$ cat src/rtl/avaliador_pkg.sv
// Shared types for the guess evaluator: FSM states and the per-guess classification record.
package avaliador_pkg;

  typedef enum logic [2:0] {
    IDLE,
    AGUARDA,
    AVALIA,
    VITORIA,
    DERROTA
  } estado_t;

  typedef struct packed {
    logic igual;
    logic perto;
    logic errada;
    logic maior;
  } classe_t;

endpackage

$ cat src/rtl/classificador_diff.sv
// Combinational classifier: compares a guess against the secret and reports
// equal / near (within TOL) / wrong plus direction.
module classificador_diff
  import avaliador_pkg::*;
#(
  parameter int WIDTH = 4,
  parameter int TOL   = 3
) (
  input  logic [WIDTH-1:0] senha,
  input  logic [WIDTH-1:0] tentativa,
  output classe_t          classe
);

  localparam logic [WIDTH:0] TOL_V = (WIDTH+1)'(TOL);

  logic [WIDTH:0] diff;
  logic [WIDTH:0] mag;
  logic           sinal;
  logic           zero;

  // One extra bit keeps the difference exact; the magnitude never wraps.
  always_comb begin
    diff         = {1'b0, tentativa} - {1'b0, senha};
    sinal        = diff[WIDTH];
    mag          = sinal ? -diff : diff;
    zero         = (mag == '0);
    classe.igual  = zero;
    classe.perto  = !zero && (mag <= TOL_V);
    classe.errada = (mag > TOL_V);
    classe.maior  = !sinal && !zero;
  end

endmodule

$ cat src/rtl/avaliador_tentativa.sv
// Sequential guess evaluator: latches a secret, accepts guesses by valid/ready,
// classifies each one and tracks remaining attempts until win or loss.
module avaliador_tentativa
  import avaliador_pkg::*;
#(
  parameter  int WIDTH     = 4,
  parameter  int TOL       = 3,
  parameter  int MAX_TRIES = 7,
  localparam int RW        = $clog2(MAX_TRIES + 1)
) (
  input  logic             clk,
  input  logic             reset,
  input  logic             start,
  input  logic [WIDTH-1:0] senha,
  input  logic             tentativa_valid,
  input  logic [WIDTH-1:0] tentativa,
  output logic             tentativa_ready,
  output logic             result_valid,
  output logic             igual,
  output logic             perto,
  output logic             errada,
  output logic             maior,
  output logic [RW-1:0]    tentativas_rest,
  output logic             vitoria,
  output logic             derrota
);

  estado_t          estado, estado_n;
  logic [WIDTH-1:0] senha_r, senha_n;
  logic [WIDTH-1:0] tent_r, tent_n;
  classe_t          classe_r, classe_n, classe_w;
  logic [RW-1:0]    rest_r, rest_n;
  logic             vit_r, vit_n;
  logic             der_r, der_n;
  logic             rv_r, rv_n;

  classificador_diff #(
    .WIDTH (WIDTH),
    .TOL   (TOL)
  ) u_class (
    .senha     (senha_r),
    .tentativa (tent_r),
    .classe    (classe_w)
  );

  assign tentativa_ready = (estado == AGUARDA) && !start;

  always_comb begin
    estado_n = estado;
    senha_n  = senha_r;
    tent_n   = tent_r;
    classe_n = classe_r;
    rest_n   = rest_r;
    vit_n    = vit_r;
    der_n    = der_r;
    rv_n     = 1'b0;
    case (estado)
      AVALIA: begin
        classe_n = classe_w;
        rest_n   = rest_r - RW'(1);
        rv_n     = 1'b1;
        if (classe_w.igual) begin
          estado_n = VITORIA;
          vit_n    = 1'b1;
        end else if (rest_n == '0) begin
          estado_n = DERROTA;
          der_n    = 1'b1;
        end else begin
          estado_n = AGUARDA;
        end
      end
      default: begin
        // start outranks a guess presented in the same cycle
        if (start) begin
          estado_n = AGUARDA;
          senha_n  = senha;
          classe_n = '0;
          rest_n   = RW'(MAX_TRIES);
          vit_n    = 1'b0;
          der_n    = 1'b0;
        end else if (estado == AGUARDA && tentativa_valid) begin
          estado_n = AVALIA;
          tent_n   = tentativa;
        end
      end
    endcase
  end

  always_ff @(posedge clk or posedge reset) begin
    if (reset) begin
      estado   <= IDLE;
      senha_r  <= '0;
      tent_r   <= '0;
      classe_r <= '0;
      rest_r   <= '0;
      vit_r    <= 1'b0;
      der_r    <= 1'b0;
      rv_r     <= 1'b0;
    end else begin
      estado   <= estado_n;
      senha_r  <= senha_n;
      tent_r   <= tent_n;
      classe_r <= classe_n;
      rest_r   <= rest_n;
      vit_r    <= vit_n;
      der_r    <= der_n;
      rv_r     <= rv_n;
    end
  end

  assign result_valid    = rv_r;
  assign igual           = classe_r.igual;
  assign perto           = classe_r.perto;
  assign errada          = classe_r.errada;
  assign maior           = classe_r.maior;
  assign tentativas_rest = rest_r;
  assign vitoria         = vit_r;
  assign derrota         = der_r;

endmodule

$ cat config.mk
export PLATFORM = sky130hd
export DESIGN_NAME = avaliador_tentativa
export DESIGN_NICKNAME = d
export VERILOG_FILES = /design/src/rtl/avaliador_pkg.sv /design/src/rtl/classificador_diff.sv /design/src/rtl/avaliador_tentativa.sv
export SDC_FILE = /design/constraint.sdc
export NUM_CORES = 1
export LEC_CHECK = 0
export BUFFER_PORTS_ARGS = -buffer_cell sky130_fd_sc_hd__buf_2
export CAP_MARGIN = 20
export CORE_MARGIN = 10
export CORE_UTILIZATION = 40
export DETAILED_ROUTE_END_ITERATION = 6
export GPL_ROUTABILITY_DRIVEN = 0
export GPL_TIMING_DRIVEN = 0
export HOLD_SLACK_MARGIN = 0.12
export PLACE_DENSITY = 0.69
export SLEW_MARGIN = 0
export SYNTH_ARGS = -nofsm -noshare
export SYNTH_HDL_FRONTEND = slang
export SYNTH_SLANG_ARGS = --single-unit
$ cat constraint.sdc
create_clock -name clk -period 2.6 [get_ports clk]
set_input_delay 0.13 -clock clk [delete_from_list [all_inputs] [get_ports clk]]
set_output_delay 0.13 -clock clk [all_outputs]
set_load 0.005 [all_outputs]
# [After elaboration in Yosys (flattened, before gate mapping)]
# Cells that the tools add are included.
[word_totals] register_bits=21 input_bits=12 word_cells=55
[classes] add_sub_neg=3 n_lt_le_gt_ge=2 eq_ne=5 mux=17 bitwise_logic=2 reduce_logical=15
[ops] cell="$mux W3" count=7
[ops] cell="$mux W4" count=2
[ops] cell="$mux W1" count=7
[ops] cell="$reduce_and A3 Y1" count=2
[ops] cell="$gt A5 B2 Y1 const B" count=1
[ops] cell="$le A5 B2 Y1 const B" count=1
[ops] cell="$logic_not A5 Y1" count=1
[ops] cell="$mux W5" count=1
[ops] cell="$neg A5 Y5" count=1
[ops] cell="$sub A4 B4 Y5" count=1
[ops] cell="$logic_and A1 B1 Y1" count=4
[ops] cell="$ne A2 B2 Y1 const B" count=2
[ops] cell="$reduce_and A2 Y1" count=2
[ops] cell="$eq A3 B1 Y1 const B" count=1
[ops] cell="$eq A3 B2 Y1 const B" count=1
[ops] cell="$logic_not A1 Y1" count=3
[ops] cell="$logic_not A3 Y1" count=1
[ops] cell="$reduce_bool A3 Y1" count=1
[ops] cell="$sub A3 B1 Y3 const B" count=1
[ops] cell="$ne A2 B1 Y1 const B" count=1
[ops] cell="$not A1 Y1" count=2
[ops] cell="$reduce_bool A2 Y1" count=1

# [Depth between registers and ports, before layout]
# Gate-level depths: netlist of run 1.
[logic_depth] word_depth=7 ltp_mapped=10 mapped_depth_nobuf=10

# [Hierarchy]
# Synthesis of run 1 repeated with hierarchy kept, for this count alone.
[unflattened] hier_cells=103 area_unflattened_um2=1132.3
[modules_own_cells] mod="avaliador_tentativa" n_inst=1 cells_each=71 area_per_inst_um2=869.6
[modules_own_cells] mod="classificador_diff" n_inst=1 cells_each=32 area_per_inst_um2=262.8

# [Worst setup path after synthesis of run 1]
# No wires, ideal clock.
[synth_path] path_type="reg-to-reg" from="register tent_r[0]" to="register classe_r, in the netlist perto" setup_time_ns=0.122 arrival_time_ns=2.089 required_ns=2.478 setup_slack_ns=0.389 path_stages_with_launch=11 synth_period_minus_slack_ns=2.211 path_cell_list="dfrtp_1 -> inv_1 -> ha_1 -> inv_1 -> fa_1 -> inv_1 -> ha_1 -> and3_2 -> o2111a_1 -> o21bai_1 -> a32o_1"
[synth_between] elab_chain_len=7 word_cells_on_any_way=8
[synth_lines] element="from (decl)" line_no="avaliador_tentativa.sv:30" source="logic [WIDTH-1:0] tent_r, tent_n;"
[synth_lines] element="from (signal assigned)" line_no="avaliador_tentativa.sv:102" source="tent_r <= tent_n;"
[synth_lines] element="$sub A4 B4 Y5 (*)" line_no="classificador_diff.sv:23" source="diff = {1'b0, tentativa} - {1'b0, senha};"
[synth_lines] element="$neg A5 Y5" line_no="classificador_diff.sv:25" source="mag = sinal ? -diff : diff;"
[synth_lines] element="$mux W5 (*)" line_no="classificador_diff.sv:25"
[synth_lines] element="parallel branches: the longest is 2 deep, another holds $le A5 B2 Y1"
[synth_lines] element="$logic_and A1 B1 Y1 (*)" line_no="classificador_diff.sv:28" source="classe.perto = !zero && (mag <= TOL_V);"
[synth_lines] element="$mux W4 (*)" line_no="avaliador_tentativa.sv:57" source="case (estado)"
[synth_lines] element="to (signal assigned)" line_no="avaliador_tentativa.sv:103" source="classe_r <= classe_n;"
[synth_lines] element="to (decl)" line_no="avaliador_tentativa.sv:31" source="classe_t classe_r, classe_n, classe_w;"
# Mark *: on every way between the ends.
# A chain may end at the register's enable or synchronous reset.

# [Final worst setup path of run 1]
# Ends and elaborated chain as after synthesis.

==> results of run 1 <==
[worst min-delay path by stage]
stage / endpoint / cells after the start / from / slack [ns]
floorplan: derrota$_DFFE_PP0P_ / 1 / reset / 0.11
global placement: tent_r[0]$_DFFE_PP0P_ / 2 / reset / 0.31
detailed placement: tent_r[0]$_DFFE_PP0P_ / 2 / reset / 0.31
CTS: estado[2]$_DFFE_PP0P_ / 2 / start / 0.12
global route: estado[2]$_DFFE_PP0P_ / 2 / start / 0.13
finish: estado[2]$_DFFE_PP0P_ / 2 / start / 0.13
[repair_timing]
action / CTS / global route
endpoints found under the hold margin: 29 / 0
endpoints found under the setup margin: 0 / 0
hold buffers: 9 / 0
[registers in the layout, summed over array words and instances (netlist names), 3 cells and up]
name and cells:
estado 3, senha_r 4, tent_r 4, tentativas_rest 3
[routing by layer]
layer | global-route usage, % | wire [um] | vias up
met1 | 9.92 | 1010 | 405
met2 | 15.3 | 1150 | 16
met4 | 4.43 | 34 | 0
met3 | 1.50 | 74 | 2
li1 | - | - | 423
met5 | 0 | 0 | -
[cells in the final DEF, fill, tap and decap left out, types with 2 or more instances in the layout]
cell / netlist / layout
inv_1: 11 / 11
xnor2_1: 2 / 2
clkbuf_4: 0 / 3
dlygate4sd3_1: 0 / 9
dfrtp_1: 21 / 21
mux2_2: 8 / 8
nand2_1: 6 / 6
o21ai_0: 4 / 4
a21o_2: 2 / 2
o21ai_1: 2 / 2
nor2_1: 7 / 7
nand3b_1: 2 / 2
buf_2: 1 / 22
ha_1: 7 / 7
a21oi_1: 4 / 4
[area by class of cell]
class                   instances  area [sq um]
fillers                       216          1180
multi-input cells              68           528
flip-flops and latches         21           526
repair buffers                 30           195
inverters                      11          41.3
well taps                      30          37.5
clock buffers                   3          22.5
plain buffers                   2          8.76
clock inverters                 1          5.00
[kinds of logic after synthesis]
logic type	after synthesis
and+or+nand+nor	27
AOI/OAI and AO/OA	23
DFF	21
buffers and inverters	13
muxes	8
adders and majority gates	8
xor gates and xnor gates	2
[worst max-delay path, cell delays in order (launching register included)]
cell and delay [ns]:
dfrtp_1 0.40, inv_1 0.06, ha_1 0.15, inv_1 0.05, fa_1 0.48, inv_1 0.05
ha_1 0.18, and3_2 0.17, o2111a_1 0.28, o21bai_1 0.18, a32o_1 0.25
[report_power, final]
part           switching, mW  leakage [nW]  internal (mW)
registers             0.0323         0.255          0.374
clock network         0.0993        0.0177         0.0573
logic                  0.221         0.407          0.202
total                  0.353         0.680          0.633
[per-stage QoR]
step	power (mW)	setup WS (ns)	area [sq um]	utilization [%]	instances
after global routing	1.06	0.0863	1360	53.6	166
after global placement	0.803	0.300	1250	49.0	153
after CTS	0.989	0.239	1360	53.6	166
after detailed placement	0.824	0.246	1250	49.0	153
after floorplan	0.725	0.389	1100	-	102
final	0.986	0.251	1360	53.6	166
==> flow_metrics.env, run 1 <==
export IMPL_synth_area_top_cells="dfrtp_1 48%, mux2_2 8.2%, ha_1 7.9%"
export IMPL_fp_dieW_um=72.5
export IMPL_endpoint_kind="register"
export IMPL_required_ns=2.81
export IMPL_htree_levels=1
export IMPL_syn_nets=122
export IMPL_grt_pass1_wl_mm=3.78
export IMPL_clkLatencyLatePin_ns=0.30
export IMPL_slew_viol_final=0
export IMPL_async_reset_ff_share_pct=100
export IMPL_fin_skew_ns=0.0122
export IMPL_max_vdd_ir_drop_mv=0.411
export IMPL_fin_hold_ws_ns=0.133
export IMPL_die_h_um=72.5
export IMPL_period_share_pct=90.3
export IMPL_drive_gt1_share_pct=30.1
export IMPL_yosysUniqueCellTypes=38
export IMPL_wirelength_mm=2.27
export IMPL_path_class="register to register"
export IMPL_hold_class="primary input to register"
export IMPL_dr_total_vias=846
export IMPL_port_buffer_count=21
export IMPL_netlist_area_sq_um=1100
export IMPL_diodes=0
export IMPL_vias_per_cell=5.10
export IMPL_drtIter0Drc=23
export IMPL_grt_setup_unrepaired="false"
export IMPL_initial_core_util_pct=43.4
export IMPL_first_pass_iters=4
export IMPL_cp_max_fo=2
export IMPL_synth_edf_count=0
export IMPL_fin_nets=157
export IMPL_min_period_ns=2.35
export IMPL_yosysMostFrequentCell="dfrtp_1"
export IMPL_finalSetupTns_ns=0
export IMPL_area_delta_synth_final_pct=23.6
export IMPL_r2r_slack_ns=0.25
export IMPL_reg2reg_depth=10
export IMPL_synth_cells=102
export IMPL_synth_compound_area_share_pct=14.5
export IMPL_worst_slew_pin_transition_ns=0.768
export IMPL_grt_pass1_vias=863
export IMPL_num_io_pins=23
export IMPL_p_per_area_nw_per_um2=723
export IMPL_postRouteAntennaNets=0
export IMPL_hpwl_mm=1.77
export IMPL_maxCapViolCount=0
export IMPL_grt_usage_pct=8.76
export IMPL_synth_seq_cells=21
export IMPL_clk_pin_slew_ns=0.12
export IMPL_cts_root_buf="clkbuf_4"
export IMPL_worstSetupStartpoint="tent_r[0]$_DFFE_PP0P_"
export IMPL_synth_common_cells="21 x dfrtp_1, 11 x inv_1, 8 x mux2_2, 7 x ha_1, 7 x nor2_1"
export IMPL_p_leak_nw=0.680
export IMPL_cp_endpoint="perto$_DFFE_PP0N_"
export IMPL_hold_violations=0
export IMPL_fmax_ghz=0.426
export IMPL_synth_avg_cell_area_sq_um=10.8
export IMPL_status="complete, no violations"
export IMPL_synth_top_area_share_pct=47.6
export IMPL_ys_seq_area_share_pct=47.6
export IMPL_numCtsBuffers=3
export IMPL_yosys_area_share_adder_pct=9.75
export IMPL_yosys_warnings=0
export IMPL_num_rows=18
export IMPL_core_region_area_sq_um=2540
export IMPL_post_cts_setup_buffers=0
export IMPL_worstSetupStartpointType="register"
export IMPL_die_area_sq_um=5260
export IMPL_r2r_start="tent_r[0]$_DFFE_PP0P_"
export IMPL_cts_tree="built"
export IMPL_r2r_end="perto$_DFFE_PP0N_"
export IMPL_grt_max_degree=22
export IMPL_yosys_area_share_simple_pct=13.8
export IMPL_avgRoutedWirePerCell_um=13.7
export IMPL_route_detailed_drc=0
export IMPL_clock_sinks=21
export IMPL_synth_top_cell_by_area="dfrtp_1"
export IMPL_ys_flop_type="dfrtp_1"
export IMPL_synth_top_family_by_area="compound AO/OA/AOI/OAI gates"
export IMPL_synth_xor_xnor_area_share_pct=1.59
export IMPL_crit_arrival_ns=2.56
export IMPL_antenna_found_initial=0
export IMPL_setup_viol=0
export IMPL_grt_overflow_total=0
export IMPL_cts_resized=0
export IMPL_max_slew_margin_pct=48.8
export IMPL_cts_buffer_depth=2
export IMPL_muxShareOfSynthArea_pct=8.16
No activity file was read; power rests on OpenSTA's default activity.
==> run 2: changes to the inputs <==
--- a/config.mk
+++ b/config.mk
@@ -7,13 +7,15 @@
 export LEC_CHECK = 0
 export BUFFER_PORTS_ARGS = -buffer_cell sky130_fd_sc_hd__buf_2
 export CAP_MARGIN = 20
+export CELL_PAD_IN_SITES_DETAIL_PLACEMENT = 0
+export CELL_PAD_IN_SITES_GLOBAL_PLACEMENT = 1
 export CORE_MARGIN = 10
 export CORE_UTILIZATION = 40
 export DETAILED_ROUTE_END_ITERATION = 6
 export GPL_ROUTABILITY_DRIVEN = 0
 export GPL_TIMING_DRIVEN = 0
 export HOLD_SLACK_MARGIN = 0.12
-export PLACE_DENSITY = 0.69
+export PLACE_DENSITY = 0.84
 export SLEW_MARGIN = 0
 export SYNTH_ARGS = -nofsm -noshare
 export SYNTH_HDL_FRONTEND = slang
==> constraint.sdc (replaced) <==
create_clock -name clk -period 2.32 [get_ports clk]
set_input_delay 0.116 -clock clk [delete_from_list [all_inputs] [get_ports clk]]
set_output_delay 0.116 -clock clk [all_outputs]
set_load 0.005 [all_outputs]
==> run 2 against run 1 <==
Effect of this change:
- the run now ends with setup timing left
- sequential share of layout area fell by 1.9 points
- register-to-register slack got worse by 0.27 ns
- highest routed layer unchanged
- total power grew 23%
- non-clock buffer count is 1 higher
- global-route usage grew 0.67 points
- critical path type unchanged
- final cell count up 0.60%
- combinational power up 39%
- first-iteration DRC count rose by 61%
- design area is 5.2% higher
- count of clock-buffer cells in the layout grew 1
- setup slack worse by 0.27 ns
- flip-flop and latch count did not move
==> flow_metrics.env, run 2 (synthesis results as in run 1) <==
export IMPL_nFillCells=228
export IMPL_first_pass_iters=4
export IMPL_post_cts_setup_buffers=0
export IMPL_max_vdd_ir_drop_mv=0.570
export IMPL_hold_class="primary input to register"
export IMPL_clkLatencyLatePin_ns=0.30
export IMPL_crit_arrival_ns=2.54
export IMPL_htree_levels=1
export IMPL_r2r_slack_ns=-0.02
export IMPL_critPathSlowestCell="fa_1"
export IMPL_die_h_um=72.5
export IMPL_status="finished with violations"
export IMPL_finalInstanceArea_sq_um=1440
export IMPL_reg2reg_depth=10
export IMPL_fmax_ghz=0.428
export IMPL_initial_core_util_pct=43.4
export IMPL_grt_setup_unrepaired="true"
export IMPL_p_leak_nw=0.693
export IMPL_slew_viol_final=0
export IMPL_holdPathStages=4
export IMPL_crit_chain="inv_1 -> ha_2 -> inv_2 -> fa_1 -> inv_1 -> ha_2 -> and3_4 -> o2111a_2 -> o21bai_4 -> a32o_1"
export IMPL_maxCapViolCount=0
export IMPL_required_ns=2.52
export IMPL_wirelength_mm=2.39
export IMPL_dr_total_vias=854
export IMPL_fin_skew_ns=0.00452
export IMPL_diodes=0
export IMPL_grt_overflow_total=0
export IMPL_die_area_sq_um=5260
export IMPL_cts_buffer_depth=2
export IMPL_drtIter0Drc=37
export IMPL_setup_viol=1
export IMPL_postRouteAntennaNets=0
export IMPL_fin_nets=158
export IMPL_numCtsBuffers=3
export IMPL_cts_root_buf="clkbuf_4"
export IMPL_hold_path_end="estado[0]$_DFFE_PP0P_"
export IMPL_grt_pass1_vias=900
export IMPL_worst_slew_pin_transition_ns=0.777
export IMPL_grt_usage_pct=9.43
export IMPL_min_period_ns=2.34
export IMPL_grt_pass1_wl_mm=4.06
export IMPL_placed_area_sq_um=1250
export IMPL_final_cell_mix="22 x buf_2, 21 x dfrtp_1, 10 x inv_1, 10 x dlygate4sd3_1, 8 x mux2_2"
export IMPL_avgRoutedWirePerCell_um=14.3
export IMPL_hp_start="tentativa_valid"
export IMPL_worstSetupStartpointType="register"
export IMPL_num_rows=18
export IMPL_layout_commonest_cell="buf_2"
export IMPL_endpoint_kind="register"
export IMPL_hpwl_mm=1.73
export IMPL_p_per_area_nw_per_um2=847
export IMPL_r2r_end="perto$_DFFE_PP0N_"
export IMPL_drive_gt1_share_pct=36.5
export IMPL_core_region_area_sq_um=2540
export IMPL_path_class="register to register"
export IMPL_route_detailed_drc=0
export IMPL_cp_max_fo=2
export IMPL_slowest_delay_ns=0.53
export IMPL_clock_sinks=21
export IMPL_top_regs="senha_r: 4 flops, tent_r: 4 flops"
export IMPL_period_share_pct=101
export IMPL_fp_dieW_um=72.5
export IMPL_r2r_start="tent_r[0]$_DFFE_PP0P_"
export IMPL_cts_tree="built"
export IMPL_hold_violations=0
export IMPL_vias_per_cell=5.11
export IMPL_fin_hold_ws_ns=0.206
export IMPL_grt_max_degree=22
export IMPL_area_delta_synth_final_pct=30.0
export IMPL_max_slew_margin_pct=48.2
export IMPL_violations="setup timing"
export IMPL_port_buffer_count=21
export IMPL_antenna_found_initial=0
export IMPL_clk_pin_slew_ns=0.11
export IMPL_setup_slack_ns=-0.0179
export IMPL_num_io_pins=23
[run 2: layer usage]
| metal | GRT usage, % | wire (um) |
|---|---|---|
| met5 | 0 | 0 |
| met1 | 11.4 | 1080 |
| met3 | 2.99 | 97 |
| met4 | 3.38 | 20 |
| met2 | 15.2 | 1200 |
[run 2: final cells by class]
type	instances	area [sq um]	area share (%)
Buffer	2	8.76	0.610
Clock buffer	4	26.3	1.83
Inverter	11	41.3	2.88
Multi-Input combinational cell	68	591	41.2
Sequential cell	21	526	36.6
Tap cell	30	37.5	2.62
Timing Repair Buffer	31	205	14.3
[run 2: critical path: cells and delay by family (launching register included)]
family | cells | cell delay (ns)
adders and majority gates | 3 | 0.87
AOI/OAI and AO/OA | 3 | 0.69
DFF | 1 | 0.39
buffers and inverters | 3 | 0.16
and+or+nand+nor | 1 | 0.14
[run 2: through the flow]
| step | power [mW] | std cells | utilization [%] | setup slack, ns | TNS, ns |
|---|---|---|---|---|---|
| 5_1_grt | 1.32 | 167 | 56.4 | -0.122 | -0.543 |
| 6_report | 1.22 | 167 | 56.4 | -0.0179 | -0.0179 |
| 4_1_cts | 1.10 | 167 | 53.9 | -0.0322 | -0.109 |
| 3_5_place_dp | 0.917 | 153 | 49.0 | -0.0302 | -0.0481 |
| 3_3_place_gp | 0.904 | 153 | 49.0 | 0.0157 | 0 |
| 2_1_floorplan | 0.813 | 102 | - | 0.109 | 0 |
[run 2: timing repair]
action	in CTS	in global routing
hold buffers	10	0
gates resized for setup	0	14
endpoints found under the setup margin	7	8
cloned	0	0
pin swaps	0	5
hold endpoints to repair	30	0
[run 2: power by group]
group / total [mW] / internal [mW] / leakage, nW / switching, mW
sequential: 0.453 / 0.419 / 0.255 / 0.0338
clock: 0.173 / 0.0669 / 0.0150 / 0.106
combinational: 0.589 / 0.287 / 0.423 / 0.302
[run 2: worst max-delay path by stage]
stage	from	endpoint	slack, ns	cells past startpoint
finish	tent_r[0]$_DFFE_PP0P_	perto$_DFFE_PP0N_	-0.02	10
CTS	tent_r[0]$_DFFE_PP0P_	derrota$_DFFE_PP0P_	-0.03	10
global placement	tent_r[0]$_DFFE_PP0P_	perto$_DFFE_PP0N_	0.02	10
detailed placement	tent_r[0]$_DFFE_PP0P_	estado[1]$_DFFE_PP0P_	-0.03	10
floorplan	tent_r[0]$_DFFE_PP0P_	perto$_DFFE_PP0N_	0.11	10
global route	tent_r[0]$_DFFE_PP0P_	perto$_DFFE_PP0N_	-0.12	10
==> run 3: changes to the inputs <==
==> constraint.sdc (replaced) <==
create_clock -name clk -period 2.32 [get_ports clk]
set_input_delay 0.116 -clock clk [delete_from_list [all_inputs] [get_ports clk]]
set_output_delay 0.116 -clock clk [all_outputs]
set_load 0.1 [all_outputs]
==> run 3 against run 2 <==
Effect of this change:
- the flow still finishes with violations (setup timing)
- wire length grew 3.1%
- sequential power grew 0.9%
- setup slack got worse by 0.012 ns
- global-route usage rose by 0.17 points
==> flow_metrics.env, run 3 (synthesis results as in run 1) <==
export IMPL_drtIter0Drc=25
export IMPL_critPathSlowestCell="fa_1"
export IMPL_cts_root_buf="clkbuf_4"
export IMPL_numCtsBuffers=3
export IMPL_layout_commonest_cell="buf_2"
export IMPL_holdPathStages=2
export IMPL_ff_latch_area_sq_um=526
export IMPL_net_switching_power_mw=0.600
export IMPL_first_pass_iters=4
export IMPL_path_class="register to register"
export IMPL_grt_setup_unrepaired="true"
export IMPL_endpoint_kind="register"
export IMPL_netSwitchingFraction_pct=43.3
export IMPL_power_mw=1.39
export IMPL_worst_slew_pin_transition_ns=0.773
export IMPL_reg2reg_depth=10
export IMPL_dp_slack_ns=0.00186
export IMPL_internal_power_mw=0.785
export IMPL_area_delta_synth_final_pct=31.5
export IMPL_comb_power_share_pct=54.5
export IMPL_num_io_pins=23
export IMPL_avgRoutedWirePerCell_um=14.8
export IMPL_port_buffer_count=21
export IMPL_post_cts_setup_buffers=0
export IMPL_clk_pin_slew_ns=0.12
export IMPL_grt_max_degree=22
export IMPL_hpwl_mm=1.76
export IMPL_hold_violations=0
export IMPL_setup_viol=1
export IMPL_max_vdd_ir_drop_mv=0.653
export IMPL_maxCapViolCount=0
export IMPL_slowest_delay_ns=0.55
export IMPL_cp_max_fo=2
export IMPL_final_cell_mix="22 x buf_2, 21 x dfrtp_1, 9 x inv_1, 9 x dlygate4sd3_1, 8 x mux2_2"
export IMPL_fin_hold_ws_ns=0.125
export IMPL_htree_levels=1
export IMPL_cts_buffer_depth=2
export IMPL_violations="setup timing"
export IMPL_p_leak_nw=0.700
export IMPL_path_common_cell="inv_2"
export IMPL_grt_usage_pct=9.61
export IMPL_crit_chain="inv_1 -> ha_2 -> inv_2 -> fa_1 -> inv_2 -> ha_4 -> and3_4 -> o2111a_2 -> o21bai_4 -> a32o_1"
export IMPL_finalNonFillerCells=166
export IMPL_fin_nets=157
export IMPL_p_per_area_nw_per_um2=954
export IMPL_fmax_ghz=0.426
export IMPL_p_clk_share_pct=12.5
export IMPL_placed_area_sq_um=1260
export IMPL_drive_gt1_share_pct=39.0
export IMPL_die_h_um=72.5
export IMPL_clkLatencyLatePin_ns=0.30
export IMPL_vias_per_cell=5.16
export IMPL_num_rows=18
export IMPL_cts_tree="built"
export IMPL_die_area_sq_um=5260
export IMPL_slew_viol_final=0
export IMPL_required_ns=2.53
export IMPL_route_detailed_drc=0
export IMPL_grt_overflow_total=0
export IMPL_hold_class="primary input to register"
export IMPL_wirelength_mm=2.47
export IMPL_setup_slack_ns=-0.0295
export IMPL_antenna_found_initial=0
export IMPL_top_regs="senha_r: 4 flops, tent_r: 4 flops"
export IMPL_postRouteAntennaNets=0
export IMPL_status="finished with violations"
export IMPL_placed_cells=153
export IMPL_fp_dieW_um=72.5
export IMPL_clock_sinks=21
export IMPL_pwr_share_seq_pct=33.0
export IMPL_finalInstanceArea_sq_um=1450
export IMPL_diodes=0
export IMPL_fin_skew_ns=0.00849
export IMPL_max_slew_margin_pct=48.4
export IMPL_worstSetupStartpointType="register"
export IMPL_min_period_ns=2.35
export IMPL_grt_pass1_vias=885
export IMPL_dr_total_vias=856
export IMPL_initial_core_util_pct=43.4
export IMPL_crit_arrival_ns=2.55
export IMPL_period_share_pct=101
export IMPL_core_region_area_sq_um=2540
export IMPL_multi_input_area_sq_um=616
export IMPL_grt_pass1_wl_mm=4.14
export IMPL_nFillCells=224
[run 3: changes by cell type in the layout (fill, tap and decap cells not counted), sizes merged]
cell | previous run | this run
dlygate4sd3 | 10 | 9
clkbuf | 5 | 4
clkinv | 0 | 1
[run 3: critical path, delay by kind of cell, from the launching register on]
kind	cells	cell delay, ns
flops	1	0.39
buf+inv	3	0.15
fa+ha+maj	3	0.87
compound gates	3	0.72
simple gates	1	0.13
[run 3: per-stage QoR]
stage / util [%] / TNS (ns)
6_report: 57.0 / -0.0295
5_1_grt: 57.0 / -0.240
4_1_cts: 54.3 / 0
3_5_place_dp: 49.6 / 0
3_3_place_gp: 49.6 / 0
2_1_floorplan: - / 0
[run 3: worst paths after layout]
check,start,endpoint,slack (ns)
worst min register to register,perto$_DFFE_PP0N_,perto$_DFFE_PP0N_,0.51
max in group asynchronous,reset,estado[1]$_DFFE_PP0P_,1.35
worst max register to register,tent_r[0]$_DFFE_PP0P_,perto$_DFFE_PP0N_,-0.03
worst max-delay path,tent_r[0]$_DFFE_PP0P_,perto$_DFFE_PP0N_,-0.03
min in group asynchronous,reset,maior$_DFFE_PP0N_,0.49
worst min-delay path,start,estado[2]$_DFFE_PP0P_,0.13
[run 3: power groups by stage]
stage / Sequential [mW] / Combinational (mW) / Clock [mW]
6_report: 0.457 / 0.755 / 0.173
2_1_floorplan: 0.572 / 0.381 / 0
3_3_place_gp: 0.460 / 0.587 / 0
3_5_place_dp: 0.464 / 0.603 / 0
5_1_grt: 0.465 / 0.824 / 0.196
4_1_cts: 0.456 / 0.628 / 0.180
[run 3: what timing repair did]
| action | 4_1_cts | 5_1_grt |
|---|---|---|
| hold endpoints to repair | 29 | 0 |
| endpoints found under the setup margin | 2 | 8 |
| gates resized for setup | 1 | 15 |
| pin swaps | 1 | 6 |
| cloned | 0 | 0 |
| hold buffers | 9 | 0 |
[run 3: routing by layer]
metal  up-vias  track usage [%]  routed length, um
met5         -                0                  0
met4         0             4.43                 19
met3         2             2.72                 90
met2        17             15.6               1270
met1       413             11.4               1090
li1        424                -                  -
[run 3: cell type report]
type                    count  share of cell area [%]
plain buffers               2                   0.603
clock buffers               3                    1.55
clock inverters             1                   0.345
inverters                  11                    2.84
multi-input cells          68                    42.4
flip-flops and latches     21                    36.2
well taps                  30                    2.59
repair buffers             30                    13.4
